`config.mk`:
```
export PLATFORM = sky130hd
export DESIGN_NAME = amci_arbiter
export DESIGN_NICKNAME = d
export VERILOG_FILES = /design/src/rtl/amci_arbiter.sv
export SDC_FILE = /design/constraint.sdc
export NUM_CORES = 1
export LEC_CHECK = 0
export ABC_AREA = 1
export BUFFER_PORTS_ARGS = -buffer_cell sky130_fd_sc_hd__buf_2
export CORE_UTILIZATION = 48
export DETAILED_ROUTE_END_ITERATION = 10
export MAX_ROUTING_LAYER = met4
export PLACE_DENSITY = 0.77
export SYNTH_ARGS = -nofsm -noshare
export SYNTH_HDL_FRONTEND = slang
export SYNTH_SLANG_ARGS = --single-unit
```
`constraint.sdc`:
```
create_clock -name clk -period 1.5 [get_ports clk]
set_clock_uncertainty 0.2 [all_clocks]
set_input_delay 0 -clock clk [delete_from_list [all_inputs] [get_ports clk]]
set_output_delay 0 -clock clk [all_outputs]
set_load 0.005 [all_outputs]
```
`src/rtl/amci_arbiter.sv`:
```
// amci_arbiter: shares one AMCI write/read master port pair among NUM_REQ requesters.
// Each requester owns a one-deep slot per direction; the write and read paths are round-robin arbitrated independently.

module amci_arb_lane #(
    parameter int AW = 32,
    parameter int DW = 32
) (
    input  logic          clk,
    input  logic          resetn,
    input  logic          wr_stb,
    input  logic [AW-1:0] wr_addr,
    input  logic [DW-1:0] wr_data,
    input  logic          wr_done,
    input  logic [1:0]    wr_resp_in,
    output logic          wr_pend,
    output logic          wr_idle,
    output logic [AW-1:0] wr_slot_addr,
    output logic [DW-1:0] wr_slot_data,
    output logic [1:0]    wr_resp,
    input  logic          rd_stb,
    input  logic [AW-1:0] rd_addr,
    input  logic          rd_done,
    input  logic [1:0]    rd_resp_in,
    input  logic [DW-1:0] rd_data_in,
    output logic          rd_pend,
    output logic          rd_idle,
    output logic [AW-1:0] rd_slot_addr,
    output logic [1:0]    rd_resp,
    output logic [DW-1:0] rd_data
);

    // Capture needs idle and done needs pending, so the two never coincide.
    always_ff @(posedge clk or negedge resetn) begin
        if (!resetn) begin
            wr_pend      <= 1'b0;
            wr_idle      <= 1'b1;
            wr_slot_addr <= '0;
            wr_slot_data <= '0;
            wr_resp      <= '0;
        end else if (wr_stb && wr_idle) begin
            wr_pend      <= 1'b1;
            wr_idle      <= 1'b0;
            wr_slot_addr <= wr_addr;
            wr_slot_data <= wr_data;
        end else if (wr_done) begin
            wr_pend      <= 1'b0;
            wr_idle      <= 1'b1;
            wr_resp      <= wr_resp_in;
        end
    end

    always_ff @(posedge clk or negedge resetn) begin
        if (!resetn) begin
            rd_pend      <= 1'b0;
            rd_idle      <= 1'b1;
            rd_slot_addr <= '0;
            rd_resp      <= '0;
            rd_data      <= '0;
        end else if (rd_stb && rd_idle) begin
            rd_pend      <= 1'b1;
            rd_idle      <= 1'b0;
            rd_slot_addr <= rd_addr;
        end else if (rd_done) begin
            rd_pend      <= 1'b0;
            rd_idle      <= 1'b1;
            rd_resp      <= rd_resp_in;
            rd_data      <= rd_data_in;
        end
    end

endmodule

module amci_arbiter #(
    parameter int NUM_REQ = 2,
    parameter int AW      = 32,
    parameter int DW      = 32
) (
    input  logic                  clk,
    input  logic                  resetn,
    input  logic [NUM_REQ*AW-1:0] req_waddr,
    input  logic [NUM_REQ*DW-1:0] req_wdata,
    input  logic [NUM_REQ-1:0]    req_write,
    output logic [NUM_REQ*2-1:0]  req_wresp,
    output logic [NUM_REQ-1:0]    req_widle,
    input  logic [NUM_REQ*AW-1:0] req_raddr,
    input  logic [NUM_REQ-1:0]    req_read,
    output logic [NUM_REQ*DW-1:0] req_rdata,
    output logic [NUM_REQ*2-1:0]  req_rresp,
    output logic [NUM_REQ-1:0]    req_ridle,
    output logic [AW-1:0]         amci_waddr,
    output logic [DW-1:0]         amci_wdata,
    output logic                  amci_write,
    input  logic [1:0]            amci_wresp,
    input  logic                  amci_widle,
    output logic [AW-1:0]         amci_raddr,
    output logic                  amci_read,
    input  logic [DW-1:0]         amci_rdata,
    input  logic [1:0]            amci_rresp,
    input  logic                  amci_ridle
);

    localparam int IW = (NUM_REQ > 1) ? $clog2(NUM_REQ) : 1;

    typedef enum logic [1:0] {S_IDLE, S_LAUNCH, S_WAIT} state_t;

    state_t                       wstate, rstate;
    logic [IW-1:0]                wptr, rptr, wgnt, rgnt;
    logic [IW:0]                  wsel, rsel;
    logic [NUM_REQ-1:0]           wpend, rpend, wdone, rdone;
    logic [NUM_REQ-1:0][AW-1:0]   wslot_addr, rslot_addr;
    logic [NUM_REQ-1:0][DW-1:0]   wslot_data;

    // {found, index} of the first pending requester at or after ptr, wrapping.
    function automatic logic [IW:0] rr_pick(input logic [NUM_REQ-1:0] pend, input logic [IW-1:0] ptr);
        logic [IW:0]   res;
        logic [IW-1:0] j;
        int            idx;
        res = '0;
        for (int k = NUM_REQ - 1; k >= 0; k--) begin
            idx = int'(ptr) + k;
            if (idx >= NUM_REQ) idx = idx - NUM_REQ;
            j = IW'(idx);
            if (pend[j]) res = {1'b1, j};
        end
        return res;
    endfunction

    function automatic logic [IW-1:0] rr_next(input logic [IW-1:0] g);
        return (g == IW'(NUM_REQ - 1)) ? '0 : g + IW'(1);
    endfunction

    assign wsel = rr_pick(wpend, wptr);
    assign rsel = rr_pick(rpend, rptr);

    generate
        for (genvar i = 0; i < NUM_REQ; i++) begin : g_lane
            assign wdone[i] = (wstate == S_WAIT) && amci_widle && (wgnt == IW'(i));
            assign rdone[i] = (rstate == S_WAIT) && amci_ridle && (rgnt == IW'(i));

            amci_arb_lane #(.AW(AW), .DW(DW)) u_lane (
                .clk          (clk),
                .resetn       (resetn),
                .wr_stb       (req_write[i]),
                .wr_addr      (req_waddr[i*AW +: AW]),
                .wr_data      (req_wdata[i*DW +: DW]),
                .wr_done      (wdone[i]),
                .wr_resp_in   (amci_wresp),
                .wr_pend      (wpend[i]),
                .wr_idle      (req_widle[i]),
                .wr_slot_addr (wslot_addr[i]),
                .wr_slot_data (wslot_data[i]),
                .wr_resp      (req_wresp[i*2 +: 2]),
                .rd_stb       (req_read[i]),
                .rd_addr      (req_raddr[i*AW +: AW]),
                .rd_done      (rdone[i]),
                .rd_resp_in   (amci_rresp),
                .rd_data_in   (amci_rdata),
                .rd_pend      (rpend[i]),
                .rd_idle      (req_ridle[i]),
                .rd_slot_addr (rslot_addr[i]),
                .rd_resp      (req_rresp[i*2 +: 2]),
                .rd_data      (req_rdata[i*DW +: DW])
            );
        end
    endgenerate

    // LAUNCH is a guard cycle so the master's idle has time to fall before WAIT looks at it.
    always_ff @(posedge clk or negedge resetn) begin
        if (!resetn) begin
            wstate     <= S_IDLE;
            wptr       <= '0;
            wgnt       <= '0;
            amci_write <= 1'b0;
            amci_waddr <= '0;
            amci_wdata <= '0;
        end else begin
            amci_write <= 1'b0;
            case (wstate)
                S_IDLE: if (wsel[IW] && amci_widle) begin
                    wgnt       <= wsel[IW-1:0];
                    amci_waddr <= wslot_addr[wsel[IW-1:0]];
                    amci_wdata <= wslot_data[wsel[IW-1:0]];
                    amci_write <= 1'b1;
                    wstate     <= S_LAUNCH;
                end
                S_LAUNCH: wstate <= S_WAIT;
                S_WAIT: if (amci_widle) begin
                    wptr   <= rr_next(wgnt);
                    wstate <= S_IDLE;
                end
                default: wstate <= S_IDLE;
            endcase
        end
    end

    always_ff @(posedge clk or negedge resetn) begin
        if (!resetn) begin
            rstate     <= S_IDLE;
            rptr       <= '0;
            rgnt       <= '0;
            amci_read  <= 1'b0;
            amci_raddr <= '0;
        end else begin
            amci_read <= 1'b0;
            case (rstate)
                S_IDLE: if (rsel[IW] && amci_ridle) begin
                    rgnt       <= rsel[IW-1:0];
                    amci_raddr <= rslot_addr[rsel[IW-1:0]];
                    amci_read  <= 1'b1;
                    rstate     <= S_LAUNCH;
                end
                S_LAUNCH: rstate <= S_WAIT;
                S_WAIT: if (amci_ridle) begin
                    rptr   <= rr_next(rgnt);
                    rstate <= S_IDLE;
                end
                default: rstate <= S_IDLE;
            endcase
        end
    end

endmodule

```
# After elaboration in Yosys (flattened, before gate mapping)
# Index checks and enable logic that the tools add are counted.
# word_totals
register_bits,378
in_bits,236
out_inout_bits,174
wordCells,141
# op_classes
addsub,8
magnitude_cmp,10
eq_ne,8
n_mux,50
bitwise_logic,6
n_reduce_logical,28
# op_table
operator,count
32-bit 2-to-1 mux,6
1-bit 2-to-1 mux,34
2-bit AND reduction,10
2-bit 2-to-1 mux,8
1-bit logical AND,12
1-bit by 2-bit less-than comparator with 1-bit output (second input constant),6
2-bit case mux with 3 select lines,2
2-bit inequality test (second input constant),4
2-bit nonzero test,4
1-bit inverter,6
1-bit by 1-bit adder with 2-bit output (second input constant),2
2-bit by 1-bit == test with 1-bit output (second input constant),2
2-bit == test (second input constant),2
1-bit by 2-bit greater-or-equal comparator with 1-bit output (second input constant),2
2-bit greater-or-equal comparator (second input constant),2
2-bit zero test,2
1-bit subtractor (second input constant),4
1-bit adder (second input constant),2

# Longest topological paths before layout
# logic_depth
word_depth,10
mapped_depth,8

# Hierarchy
# Synthesis repeated with hierarchy kept, for this count alone.
# unflattened
cells_unflattened,2026
hier_area_um2,16325.7
# modules_own_cells
module,n_inst,cells_each,area_per_inst_um2,seq_area_each_um2
amci_arb_lane,2,577,5178.7,3405.8
amci_arbiter,1,872,5968.2,2652.5

# Least setup slack after synthesis
# OpenSTA, ideal clock, no wires.
# synth_path
path_type,reg2reg
startpoint,register g_lane[0].u_lane.wr_idle
endpoint,register g_lane[0].u_lane.wr_slot_addr[10]
t_arrival_ns,1.152
required_time_ns,1.170
slack_ns,0.018
stages_incl_launch_ff,6
synth_period_minus_slack_ns,1.482
path_cell_list,dfstp_2 nand2_1 inv_1 buf_2 clkbuf_1 o21ai_0
# synth_between
elab_chain_cells,1
# synth_lines
element,line_no,rtl
start: declaration,16,"output logic wr_idle,"
start signal: assignment,36,wr_idle <= 1'b1;
start signal: assignment,42,wr_idle <= 1'b0;
start signal: assignment,47,wr_idle <= 1'b1;
1-bit logical AND,40,end else if (wr_stb && wr_idle) begin
end signal: assignment,43,wr_slot_addr <= wr_addr;
end: declaration,17,"output logic [AW-1:0] wr_slot_addr,"
# Every way passes these cells.
# A chain may end at the register's enable or synchronous reset.

# Worst setup path after layout
# layout_path
startpoint,register g_lane[1].u_lane.wr_idle
endpoint,register g_lane[1].u_lane.wr_slot_addr[28]
# layout_between
elab_chain_cells,1
# layout_lines
element,line_no
start: declaration,16
start signal: assignment,36
start signal: assignment,42
start signal: assignment,47
1-bit logical AND,40
end signal: assignment,43
end: declaration,17
# Every way passes these cells.

==> impl_metrics.csv <==
group,metric,value,unit
global_routing,grt_remaining_overflow,0,
logic_synthesis,synth.distinct_cells,20,
outcome,status,"finished with violations",
logic_synthesis,yosysSeqAreaShare,60.42,%
logic_synthesis,synth_nets,2072,
layout,mostFrequentLayoutCell,"nand2_1",
drt,num_vias,16760,
global_routing,grt_pass1_vias,16440,
worst_setup_path,worstPathCellList,"nand2_8, clkbuf_16, a21oi_1",
layout,fin_area,23780,um^2
global_routing,grt_max_degree,72,
timing,finalCritPeriodShare,107.3,%
worst_setup_path,crit_buf_inv,1,
die,chipHeight,182.7,um
die,ios,410,
logic_synthesis,syn_area,15670,um^2
drt,dr.first_iter.drc_count,1420,
run,drv_cap,0,
die,core.rowCount,65,
timing,max_slew_margin,72.75,%
worst_setup_path,setup.worst_path.end_class,"flop",
placement,place_area,18500,um^2
drt,routedWlPerCell,21.27,um
drt,ant_nets,0,
power,p_leak,12.47,nW
worst_setup_path,slowest_stage,"dfstp_2",
drt,first_pass_iters,7,
layout,area_growth,51.78,%
global_routing,grt_pass1_wl,85300,um
placement,globalplace.congestion,0.8864,
global_routing,grt_usage,33.58,%
worst_setup_path,cp_max_fo,26,
timing,fin_crit,1.609,ns
power,power.density,2061,nW/um^2
die,dieArea,33360,um^2
cts,tritoncts,"yes",
power,peakVddDrop,0.001389,V
drt,wirelength,63630,um
min_path,worstHoldPathType,"input pin to flop",
die,core_area,31800,um^2
worst_setup_path,cp_top_family,"flip-flops",
timing,layout_setup_ws,-0.1089,ns
cts,clock-sinks,378,
outcome,violations,"setup timing",
cts,clkTransAtPathRegs,0.07,ns
timing,fmax,621.5,MHz
logic_synthesis,syn_avg_cell_area,8.532,um^2
cts,cts-htree-levels,2,
timing,finalSetupTns,-1.685,ns
worst_setup_path,critPathKind,"flop to flop",
cts,clkLatencyLatePin,0.54,ns
logic_synthesis,ys_seq_elements,378,
worst_setup_path,required,1.72,ns
timing,rsz0062_at_grt,"yes",
cts,clk_path_buf_depth,3,
layout,layout_common_cells,"nand2_1, buf_2, dfrtp_1",
placement,dp_hpwl,29790,um
worst_setup_path,cp_data_arrival_time,1.83,ns
cts,cts_root_buffer,"clkbuf_16",
die,die_w,182.7,um
cts,cts_made_buffers,41,
logic_synthesis,ys.warnings.count,0,
timing,drv_slew,0,
layout,nets,2755,
global_routing,antenna_found_initial,5,
layout,drive_above_1_share,26.91,%
drt,drc_errors,0,
timing,hold_viol_final,0,
placement,io_buffers,409,
logic_synthesis,syn-instance-count,1836,
timing,finalSetupViolations,76,
die,floorplan.initialDensity,49.26,%
worst_setup_path,cp-start-kind,"flop",
drt,vias_per_cell,5.604,
worst_setup_path,cpPeakStageDelay,0.62,ns
timing,worst_pin_slew,0.4087,ns
## metrics by stage
stage / total power, mW / worst slack (ns) / hold WS, ns / util [%] / std cells
after floorplan: 26.15 / 0.01767 / -0.4956 / - / 1836
after global placement: 32.39 / 0.06211 / -0.2939 / 58.18 / 2616
after detailed placement: 33.08 / -0.03092 / -0.2922 / 58.18 / 2616
after CTS: 44.17 / -0.002992 / 0.006392 / 70.80 / 2943
after global routing: 51.41 / -0.1206 / 0.02094 / 74.76 / 2990
final: 49.01 / -0.1089 / 0.01626 / 74.77 / 2991
## where the power goes
part,internal [mW],switching [mW]
Combinational,8.50,12.6
Sequential,15.1,2.61
Clock,5.87,4.27
## what timing repair did
action                                  in CTS  in global routing
pin swaps                                    4                 41
resized for setup                           22                136
endpoints found under the hold margin      756                  0
endpoints found under the setup margin      41                202
hold buffers                               243                  0
buffers inserted                             8                 15
cloned                                       4                 32
## worst min-delay path: stages
cell,delay (ns)
dlygate4sd3_1,0.52
buf_2,0.10
nand2_1,0.04
o21ai_0,0.06
## routing by layer
| layer | wire length, um | global-route usage (%) | vias to the layer above |
|---|---|---|---|
| met4 | 4766 | 19.60 | 0 |
| li1 | - | - | 7118 |
| met3 | 6753 | 7.643 | 417 |
| met5 | 0 | - | - |
| met2 | 30900 | 55.13 | 1270 |
| met1 | 21210 | 37.65 | 7957 |
## state kept, by name (all words and copies together) (netlist names)
name	flops
amci_raddr	32
amci_read	1
amci_waddr	32
amci_wdata	32
amci_write	1
g_lane.u_lane.rd_data	64
g_lane.u_lane.rd_idle	2
g_lane.u_lane.rd_pend	2
g_lane.u_lane.rd_resp	4
g_lane.u_lane.rd_slot_addr	64
g_lane.u_lane.wr_idle	2
g_lane.u_lane.wr_pend	2
g_lane.u_lane.wr_resp	4
g_lane.u_lane.wr_slot_addr	64
g_lane.u_lane.wr_slot_data	64
rgnt	1
rptr	1
rstate	2
wgnt	1
wptr	1
wstate	2
## worst paths after layout
kind / from / endpoint / slack (ns) / depth (start not counted)
max: g_lane[1].u_lane.wr_idle / g_lane[1].u_lane.wr_slot_addr[28] / -0.11 / 3
min: req_waddr[21] / g_lane[0].u_lane.wr_slot_addr[21] / 0.02 / 4
max reg2reg: g_lane[1].u_lane.wr_idle / g_lane[1].u_lane.wr_slot_addr[28] / -0.11 / 3
min reg2reg: g_lane[1].u_lane.rd_data[23] / g_lane[1].u_lane.rd_data[23] / 0.27 / 2
max in group asynchronous: resetn / g_lane[0].u_lane.rd_idle / 0.13 / 4
min in group asynchronous: resetn / g_lane[0].u_lane.rd_slot_addr[8] / 0.26 / 3
## layout make-up
class | instances | area (um^2)
Antenna cell | 7 | 17.52
Clock buffer | 63 | 1240
Clock inverter | 10 | 93.84
Fill cell | 1945 | 8023
Inverter | 207 | 789.5
Multi-Input combinational cell | 1137 | 5403
Sequential cell | 378 | 9472
Tap cell | 435 | 544.3
Timing Repair Buffer | 754 | 6217
## cell usage after synthesis
master | count | share of area (%)
clkbuf_1 | 38 | 0.91
nor2_2 | 2 | 0.080
o21bai_1 | 1 | 0.048
buf_4 | 6 | 0.29
nand3_2 | 1 | 0.064
a21oi_1 | 129 | 4.1
nand2_2 | 2 | 0.080
buf_1 | 15 | 0.36
nand2_1 | 514 | 12
inv_1 | 206 | 4.9
nand4_1 | 1 | 0.040
nor2_1 | 139 | 3.3
a21oi_4 | 1 | 0.10
nor2_4 | 1 | 0.072
buf_2 | 56 | 1.8
dfrtp_1 | 374 | 60
o21ai_0 | 77 | 2.5
nand3_1 | 268 | 8.6
inv_2 | 1 | 0.024
dfstp_2 | 4 | 0.67
## cells by family after synthesis
logic type             count (synthesis)  share of synthesized area (%)
and+or+nand+nor                      928                          24.54
AOI/OAI and AO/OA                    208                          6.733
DFF                                  378                          60.42
buffers and inverters                322                          8.307
Power figures use the tool's default switching activity.
